$ cat src/rtl/mc_ctrl_pkg.sv
// Shared definitions for the multi-cycle MIPS control FSM.
//   state_t      : FSM state encodings (3 encodings unused, recovered to IF)
//   alu_cls_t    : how a state chooses its ALU operation
//   ALU_*        : datapath ALU operation codes
//   OP_* / FN_*  : supported opcode and R-type funct values
//   SRCA_*/SRCB_*/PCSRC_*/DST_*/M2R_* : datapath mux selects
package mc_ctrl_pkg;

    typedef enum logic [3:0] {
        S_IF  = 4'd0,  S_ID  = 4'd1,  S_EXR = 4'd2,  S_EXI = 4'd3,
        S_WBR = 4'd4,  S_WBI = 4'd5,  S_MA  = 4'd6,  S_MRD = 4'd7,
        S_WBL = 4'd8,  S_MWR = 4'd9,  S_BR  = 4'd10, S_JMP = 4'd11,
        S_JAL = 4'd12
    } state_t;

    // AC_DECODE is used in ID: ALU does PC+offset, decoder validates opcode.
    typedef enum logic [2:0] {
        AC_ADD, AC_SUB, AC_FUNCT, AC_IMM, AC_DECODE
    } alu_cls_t;

    localparam logic [2:0] ALU_AND = 3'b000;
    localparam logic [2:0] ALU_OR  = 3'b001;
    localparam logic [2:0] ALU_ADD = 3'b010;
    localparam logic [2:0] ALU_XOR = 3'b011;
    localparam logic [2:0] ALU_NOR = 3'b100;
    localparam logic [2:0] ALU_LUI = 3'b101;
    localparam logic [2:0] ALU_SUB = 3'b110;
    localparam logic [2:0] ALU_SLT = 3'b111;

    localparam logic [5:0] OP_RTYPE = 6'b000000;
    localparam logic [5:0] OP_J     = 6'b000010;
    localparam logic [5:0] OP_JAL   = 6'b000011;
    localparam logic [5:0] OP_BEQ   = 6'b000100;
    localparam logic [5:0] OP_BNE   = 6'b000101;
    localparam logic [5:0] OP_ADDI  = 6'b001000;
    localparam logic [5:0] OP_SLTI  = 6'b001010;
    localparam logic [5:0] OP_ANDI  = 6'b001100;
    localparam logic [5:0] OP_ORI   = 6'b001101;
    localparam logic [5:0] OP_XORI  = 6'b001110;
    localparam logic [5:0] OP_LUI   = 6'b001111;
    localparam logic [5:0] OP_LW    = 6'b100011;
    localparam logic [5:0] OP_SW    = 6'b101011;

    localparam logic [5:0] FN_ADD = 6'b100000;
    localparam logic [5:0] FN_SUB = 6'b100010;
    localparam logic [5:0] FN_AND = 6'b100100;
    localparam logic [5:0] FN_OR  = 6'b100101;
    localparam logic [5:0] FN_XOR = 6'b100110;
    localparam logic [5:0] FN_NOR = 6'b100111;
    localparam logic [5:0] FN_SLT = 6'b101010;

    localparam logic       SRCA_PC     = 1'b0;
    localparam logic       SRCA_REG    = 1'b1;
    localparam logic [1:0] SRCB_REG    = 2'd0;
    localparam logic [1:0] SRCB_FOUR   = 2'd1;
    localparam logic [1:0] SRCB_IMM    = 2'd2;
    localparam logic [1:0] SRCB_IMM_SH = 2'd3;
    localparam logic [1:0] PCSRC_ALU    = 2'd0;
    localparam logic [1:0] PCSRC_ALUOUT = 2'd1;
    localparam logic [1:0] PCSRC_JUMP   = 2'd2;
    localparam logic [1:0] DST_RT = 2'd0;
    localparam logic [1:0] DST_RD = 2'd1;
    localparam logic [1:0] DST_RA = 2'd2;
    localparam logic [1:0] M2R_ALU = 2'd0;
    localparam logic [1:0] M2R_MDR = 2'd1;
    localparam logic [1:0] M2R_PC  = 2'd2;

    // States that hold a memory access open until mem_ready.
    function automatic logic is_wait_state(state_t s);
        return (s == S_IF) || (s == S_MRD) || (s == S_MWR);
    endfunction

endpackage

$ cat src/rtl/alu_op_decode.sv
// Combinational ALU operation decoder.
//   cls     in  : ALU class of the current state
//   opcode  in  : IR[31:26]
//   funct   in  : IR[5:0]
//   alu_op  out : ALU operation code
//   illegal out : unsupported opcode (AC_DECODE) or funct (AC_FUNCT)
module alu_op_decode
    import mc_ctrl_pkg::*;
(
    input  alu_cls_t   cls,
    input  logic [5:0] opcode,
    input  logic [5:0] funct,
    output logic [2:0] alu_op,
    output logic       illegal
);

    always_comb begin
        alu_op  = ALU_ADD;
        illegal = 1'b0;
        case (cls)
            AC_SUB: alu_op = ALU_SUB;
            AC_FUNCT: begin
                case (funct)
                    FN_ADD:  alu_op = ALU_ADD;
                    FN_SUB:  alu_op = ALU_SUB;
                    FN_AND:  alu_op = ALU_AND;
                    FN_OR:   alu_op = ALU_OR;
                    FN_XOR:  alu_op = ALU_XOR;
                    FN_NOR:  alu_op = ALU_NOR;
                    FN_SLT:  alu_op = ALU_SLT;
                    default: illegal = 1'b1;
                endcase
            end
            AC_IMM: begin
                // Only reached for I-type arithmetic; addi falls to the ADD default.
                case (opcode)
                    OP_SLTI: alu_op = ALU_SLT;
                    OP_ANDI: alu_op = ALU_AND;
                    OP_ORI:  alu_op = ALU_OR;
                    OP_XORI: alu_op = ALU_XOR;
                    OP_LUI:  alu_op = ALU_LUI;
                    default: alu_op = ALU_ADD;
                endcase
            end
            AC_DECODE: begin
                case (opcode)
                    OP_RTYPE, OP_LW, OP_SW, OP_ADDI, OP_SLTI, OP_ANDI, OP_ORI,
                    OP_XORI, OP_LUI, OP_BEQ, OP_BNE, OP_J, OP_JAL: illegal = 1'b0;
                    default: illegal = 1'b1;
                endcase
            end
            default: alu_op = ALU_ADD;
        endcase
    end

endmodule

$ cat src/rtl/mc_ctrl_fsm.sv
// Multi-cycle MIPS control FSM (IF/ID/EX/MEM/WB) with memory ready stalls.
//   clk, rst_n          : clock, synchronous active-low reset
//   opcode, funct       : instruction fields from IR
//   zero                : ALU zero flag, used in BR
//   mem_ready           : memory completes the pending access this cycle
//   alu_op, alu_src_a/b : ALU control
//   pc_src, pc_write    : PC update control
//   iord, mem_read/write: memory port control
//   ir_write, reg_dst, mem_to_reg, reg_write : IR / register file control
//   state               : current state (debug)
//   err_illegal, err_timeout : sticky error flags
module mc_ctrl_fsm
    import mc_ctrl_pkg::*;
#(
    parameter int ST_W   = 4,
    parameter int MEM_TO = 15
) (
    input  logic            clk,
    input  logic            rst_n,
    input  logic [5:0]      opcode,
    input  logic [5:0]      funct,
    input  logic            zero,
    input  logic            mem_ready,
    output logic [2:0]      alu_op,
    output logic            alu_src_a,
    output logic [1:0]      alu_src_b,
    output logic [1:0]      pc_src,
    output logic            pc_write,
    output logic            iord,
    output logic            mem_read,
    output logic            mem_write,
    output logic            ir_write,
    output logic [1:0]      reg_dst,
    output logic [1:0]      mem_to_reg,
    output logic            reg_write,
    output logic [ST_W-1:0] state,
    output logic            err_illegal,
    output logic            err_timeout
);

    localparam int CNT_W = (MEM_TO > 1) ? $clog2(MEM_TO + 1) : 1;

    state_t             state_q, state_d;
    alu_cls_t           cls;
    logic               dec_illegal;
    logic [CNT_W-1:0]   wait_cnt;
    logic               timeout;

    assign state = ST_W'(state_q);

    // mem_ready wins over a timeout landing in the same cycle.
    assign timeout = (MEM_TO != 0) && is_wait_state(state_q) && !mem_ready &&
                     (wait_cnt == CNT_W'(MEM_TO));

    alu_op_decode u_dec (
        .cls     (cls),
        .opcode  (opcode),
        .funct   (funct),
        .alu_op  (alu_op),
        .illegal (dec_illegal)
    );

    always_ff @(posedge clk) begin
        if (!rst_n) begin
            state_q     <= S_IF;
            wait_cnt    <= '0;
            err_illegal <= 1'b0;
            err_timeout <= 1'b0;
        end else begin
            state_q <= state_d;
            // Counts only while an access is stalled; any exit clears it, so
            // every entry into IF/MRD/MWR starts from zero.
            if (is_wait_state(state_q) && !mem_ready && !timeout)
                wait_cnt <= (&wait_cnt) ? wait_cnt : wait_cnt + 1'b1;
            else
                wait_cnt <= '0;
            if (dec_illegal) err_illegal <= 1'b1;
            if (timeout)     err_timeout <= 1'b1;
        end
    end

    always_comb begin
        state_d    = S_IF;
        cls        = AC_ADD;
        alu_src_a  = SRCA_PC;
        alu_src_b  = SRCB_REG;
        pc_src     = PCSRC_ALU;
        pc_write   = 1'b0;
        iord       = 1'b0;
        mem_read   = 1'b0;
        mem_write  = 1'b0;
        ir_write   = 1'b0;
        reg_dst    = DST_RT;
        mem_to_reg = M2R_ALU;
        reg_write  = 1'b0;
        // While reset is held every output stays quiescent so memory sees
        // any pending access dropped.
        if (rst_n) begin
            case (state_q)
                S_IF: begin
                    mem_read  = 1'b1;
                    alu_src_b = SRCB_FOUR;
                    if (mem_ready) begin
                        ir_write = 1'b1;
                        pc_write = 1'b1;
                        state_d  = S_ID;
                    end
                end
                S_ID: begin
                    alu_src_b = SRCB_IMM_SH;
                    cls       = AC_DECODE;
                    case (opcode)
                        OP_RTYPE:     state_d = S_EXR;
                        OP_LW, OP_SW: state_d = S_MA;
                        OP_ADDI, OP_SLTI, OP_ANDI, OP_ORI, OP_XORI, OP_LUI:
                                      state_d = S_EXI;
                        OP_BEQ, OP_BNE: state_d = S_BR;
                        OP_J:         state_d = S_JMP;
                        OP_JAL:       state_d = S_JAL;
                        default:      state_d = S_IF;
                    endcase
                end
                S_EXR: begin
                    alu_src_a = SRCA_REG;
                    cls       = AC_FUNCT;
                    state_d   = dec_illegal ? S_IF : S_WBR;
                end
                S_EXI: begin
                    alu_src_a = SRCA_REG;
                    alu_src_b = SRCB_IMM;
                    cls       = AC_IMM;
                    state_d   = S_WBI;
                end
                S_WBR: begin
                    reg_write = 1'b1;
                    reg_dst   = DST_RD;
                end
                S_WBI: reg_write = 1'b1;
                S_MA: begin
                    alu_src_a = SRCA_REG;
                    alu_src_b = SRCB_IMM;
                    state_d   = (opcode == OP_SW) ? S_MWR : S_MRD;
                end
                S_MRD: begin
                    iord     = 1'b1;
                    mem_read = 1'b1;
                    if (mem_ready)    state_d = S_WBL;
                    else if (timeout) state_d = S_IF;
                    else              state_d = S_MRD;
                end
                S_WBL: begin
                    reg_write  = 1'b1;
                    mem_to_reg = M2R_MDR;
                end
                S_MWR: begin
                    iord      = 1'b1;
                    mem_write = 1'b1;
                    state_d   = (mem_ready || timeout) ? S_IF : S_MWR;
                end
                S_BR: begin
                    alu_src_a = SRCA_REG;
                    cls       = AC_SUB;
                    pc_src    = PCSRC_ALUOUT;
                    pc_write  = (opcode == OP_BNE) ? !zero : zero;
                end
                S_JMP: begin
                    pc_src   = PCSRC_JUMP;
                    pc_write = 1'b1;
                end
                S_JAL: begin
                    pc_src     = PCSRC_JUMP;
                    pc_write   = 1'b1;
                    reg_write  = 1'b1;
                    reg_dst    = DST_RA;
                    mem_to_reg = M2R_PC;
                end
                default: state_d = S_IF;
            endcase
        end
    end

endmodule
$ cat config.mk
export PLATFORM = sky130hd
export DESIGN_NAME = mc_ctrl_fsm
export DESIGN_NICKNAME = d
export VERILOG_FILES = /design/src/rtl/mc_ctrl_pkg.sv /design/src/rtl/alu_op_decode.sv /design/src/rtl/mc_ctrl_fsm.sv
export SDC_FILE = /design/constraint.sdc
export NUM_CORES = 1
export LEC_CHECK = 0
export ABC_AREA = 1
export BUFFER_PORTS_ARGS = -buffer_cell sky130_fd_sc_hd__buf_2
export CAP_MARGIN = 20
export CELL_PAD_IN_SITES_DETAIL_PLACEMENT = 2
export CELL_PAD_IN_SITES_GLOBAL_PLACEMENT = 2
export CORE_UTILIZATION = 24
export CTS_BUF_LIST = sky130_fd_sc_hd__clkbuf_4 sky130_fd_sc_hd__clkbuf_8
export DETAILED_ROUTE_END_ITERATION = 10
export GPL_ROUTABILITY_DRIVEN = 0
export PLACE_DENSITY = 0.8
export SLEW_MARGIN = 20
export SYNTH_ARGS = -nofsm -noshare
export SYNTH_HDL_FRONTEND = slang
export SYNTH_SLANG_ARGS = --single-unit
export TNS_END_PERCENT = 10
$ cat constraint.sdc
create_clock -name clk -period 1.62 [get_ports clk]
set_input_delay 0.243 -clock clk [delete_from_list [all_inputs] [get_ports clk]]
set_output_delay 0.243 -clock clk [all_outputs]
set_load 0.02 [all_outputs]
==> results.toml <==
[cells_and_area]
final_util_pct = 40.5
multi_input_area_sq_um = 837
area_growth_syn_to_layout_pct = 61.7
design_area_sq_um = 1620
final_cell_mix = "27 x nand2_1, 27 x buf_4, 24 x buf_2"
finalNetCount = 244
final_cells = 275
diodes = 0
register_area_sq_um = 215
drive_gt1_share_pct = 46.7
fill_cells = 503

[clock_tree]
clkTransAtPathRegs_ns = 0.05
insertion_delay_ns = 0.24
cts_sinks = 10
cts_hold_buffers = 0
cts_tree = "done"
htree_levels = 1
cts_buffer_depth = 2
root_buffer = "clkbuf_8"
cts_buffers = 3

[timing]
fin_crit_sh_pct = 106
period_minus_slack_ns = 1.71
hold_ws_ns = 0.383
rsz0062_at_grt = "true"
fmax_mhz = 584
finalMaxSlewViolations = 0
worst_slew_pin_slew_ns = 0.462
relSlewSlack_pct = 69.2
worst_slack_ns = -0.0920
hold_viol_final = 0
setup_violations = 7
clock_skew_ns = 0.00463

[synthesis]
synth_compound_area_share_pct = 16.2
synth_area_sq_um = 1000
syn_avg_cell_area_sq_um = 5.93
seq_area_frac_synth_pct = 20.0
yosysWarnings = 0
synth_top_family_by_area = "simple AND/OR/NAND/NOR gates"
synthSimpleGateAreaFrac_pct = 50.3
syn_nets = 186
synth_xor_area_share_pct = 1.75
ys_seq_elements = 10
synthDistinctLibCells = 30
synth_cells = 169
synth_fa_ha_area_share_pct = 1.25
muxShareOfSynthArea_pct = 0

[die]
top_level_ports = 40
coreArea_sq_um = 4000
die_h_um = 66.6
num_rows = 23
die-area_sq_um = 4440
die_w_um = 66.6
initial_utilization_pct = 25.1

[global_routing]
grt.overflow.total = 0
grt_max_degree = 19
grt_antenna_before_repair = 0
track_usage_pct = 19.4
first_global_vias = 1398
grt_pass1_wl_um = 6540

[worst_setup_path]
start_kind = "flip-flop"
cp_slowest_cell = "dfxtp_4"
cp-end-kind = "output pin"
cpPeakStageDelay_ns = 0.38
cp_cell_sequence = "inv_2 > nor2_4 > buf_4 > nand2_1 > inv_2 > nor2_2 > a21oi_2 > buf_4"
path_class = "flip-flop to output pin"
path_max_fanout = 5
cp.required_ns = 1.38
arrival_ns = 1.47

[detailed_routing]
dr.pass1.iters = 2
wl_per_cell_um = 15.9
drt_iter0_drc = 63
route.detailed.drc = 0
drtAntennaViolNets = 0
vias = 1367
drt_wl_total_um = 4360
viasPerCell = 4.97

[placed_design]
placedCellCount = 270
dp.final_hpwl_um = 3080
place_area_sq_um = 1370
io_buffers = 39
place_ws_ns = 0.0105

[status]
failed_checks = "setup timing"
status = "finished with violations"

[pwr]
pwr-share-seq_pct = 34.6
powerDensity_nw_per_um2 = 460
p_clk_share_pct = 35.8
swShare_pct = 34.3
p_switching_uw = 256
p_leak_uw = 0.000831
peakVddDrop_mv = 0.337
power_frac_comb_pct = 29.6
power.internal_uw = 490

[flow_run]
maxCapViolations = 0

[min_path]
holdCritPathClass = "input port to flip-flop"
## sequential cells by signal, summed over array words and instances (netlist names)
signal       flops
err_illegal      1
err_timeout      1
state            4
wait_cnt         4
## path summary, 6_finish.rpt
path	startpoint	to	slack, ns	depth (start not counted)
worst max-delay path	state[1]	alu_src_b[1]	-0.09	8
worst min-delay path	rst_n	err_illegal	0.38	3
worst max register to register	state[0]	state[2]	0.11	10
worst min register to register	wait_cnt[0]	wait_cnt[0]	0.45	1
## cells in the mapped netlist
library cell   n  area share [%]
nand2_1       31              12
nor2_1        25             9.4
inv_1         20             7.5
nand3_1       15             7.5
a21oi_1       14             7.0
dfxtp_1       10              20
nor2_2         7             4.4
nand2_2        6             3.7
nand4_1        6             3.7
inv_2          5             1.9
nor3_1         3             1.5
nor4_1         3             1.9
o21ai_0        3             1.5
a31oi_1        2             1.2
nand3b_1       2             1.5
o211ai_1       2             1.5
o21ai_1        2             1.0
a211oi_1       1            0.75
a21o_1         1            0.75
a21oi_4        1             1.6
buf_4          1            0.75
clkbuf_1       1            0.37
ha_1           1             1.2
nand3_2        1             1.0
nand3_4        1             1.7
nand4_2        1             1.2
nor2_4         1             1.1
o41ai_1        1            0.87
xnor2_1        1            0.87
xor2_1         1            0.87
## area by class of cell
cell class / instances / area share, %
sequential: 10 / 13.3
tap: 50 / 3.86
timing repair buffer: 55 / 22.7
clock buffer: 3 / 2.55
multi-input combinational: 132 / 51.7
inverter: 25 / 5.95
## metal layers
layer  global-route usage (%)  part of all wire (%)  vias up
li1                         -                     -      679
met1                     24.2                    45      663
met2                     35.7                    53       22
met3                     1.54                   1.7        3
met4                     3.99                  0.48        0
met5                        0                     0        -
## repair_timing
item,4_1_cts,5_1_grt
pin swaps,6,7
resized for setup,33,25
hold endpoints to repair,0,0
endpoints found under the setup margin,11,16
setup buffers,0,2
## worst max-delay path, delay by kind of cell, from the launching register on
kind	cells	cell delay [ns]
AO/OA/AOI/OAI	1	0.14
buffers and inverters	4	0.45
AND/OR/NAND/NOR	3	0.26
flip-flops	1	0.38
## kinds of logic after synthesis
kind of cell / count (synthesis)
AND/OR/NAND/NOR: 102
AO/OA/AOI/OAI: 27
buffers and inverters: 27
flip-flops: 10
XOR/XNOR: 2
adder cells (fa/ha/maj): 1
## power groups by stage
stage / combinational, uW / clock [uW] / sequential [uW]
final: 221 / 267 / 258
after global routing: 244 / 288 / 258
after CTS: 205 / 266 / 259
after detailed placement: 195 / 0 / 266
after global placement: 192 / 0 / 265
after floorplan: 107 / 0 / 270
## per-stage QoR
| stage | power, uW | TNS [ns] |
|---|---|---|
| detailed placement | 461 | 0 |
| floorplan | 377 | -0.239 |
| CTS | 729 | -0.326 |
| finish | 746 | -0.456 |
| global placement | 457 | 0 |
| global route | 790 | -1.13 |
Note: power is estimated with default switching activity, not from simulation.
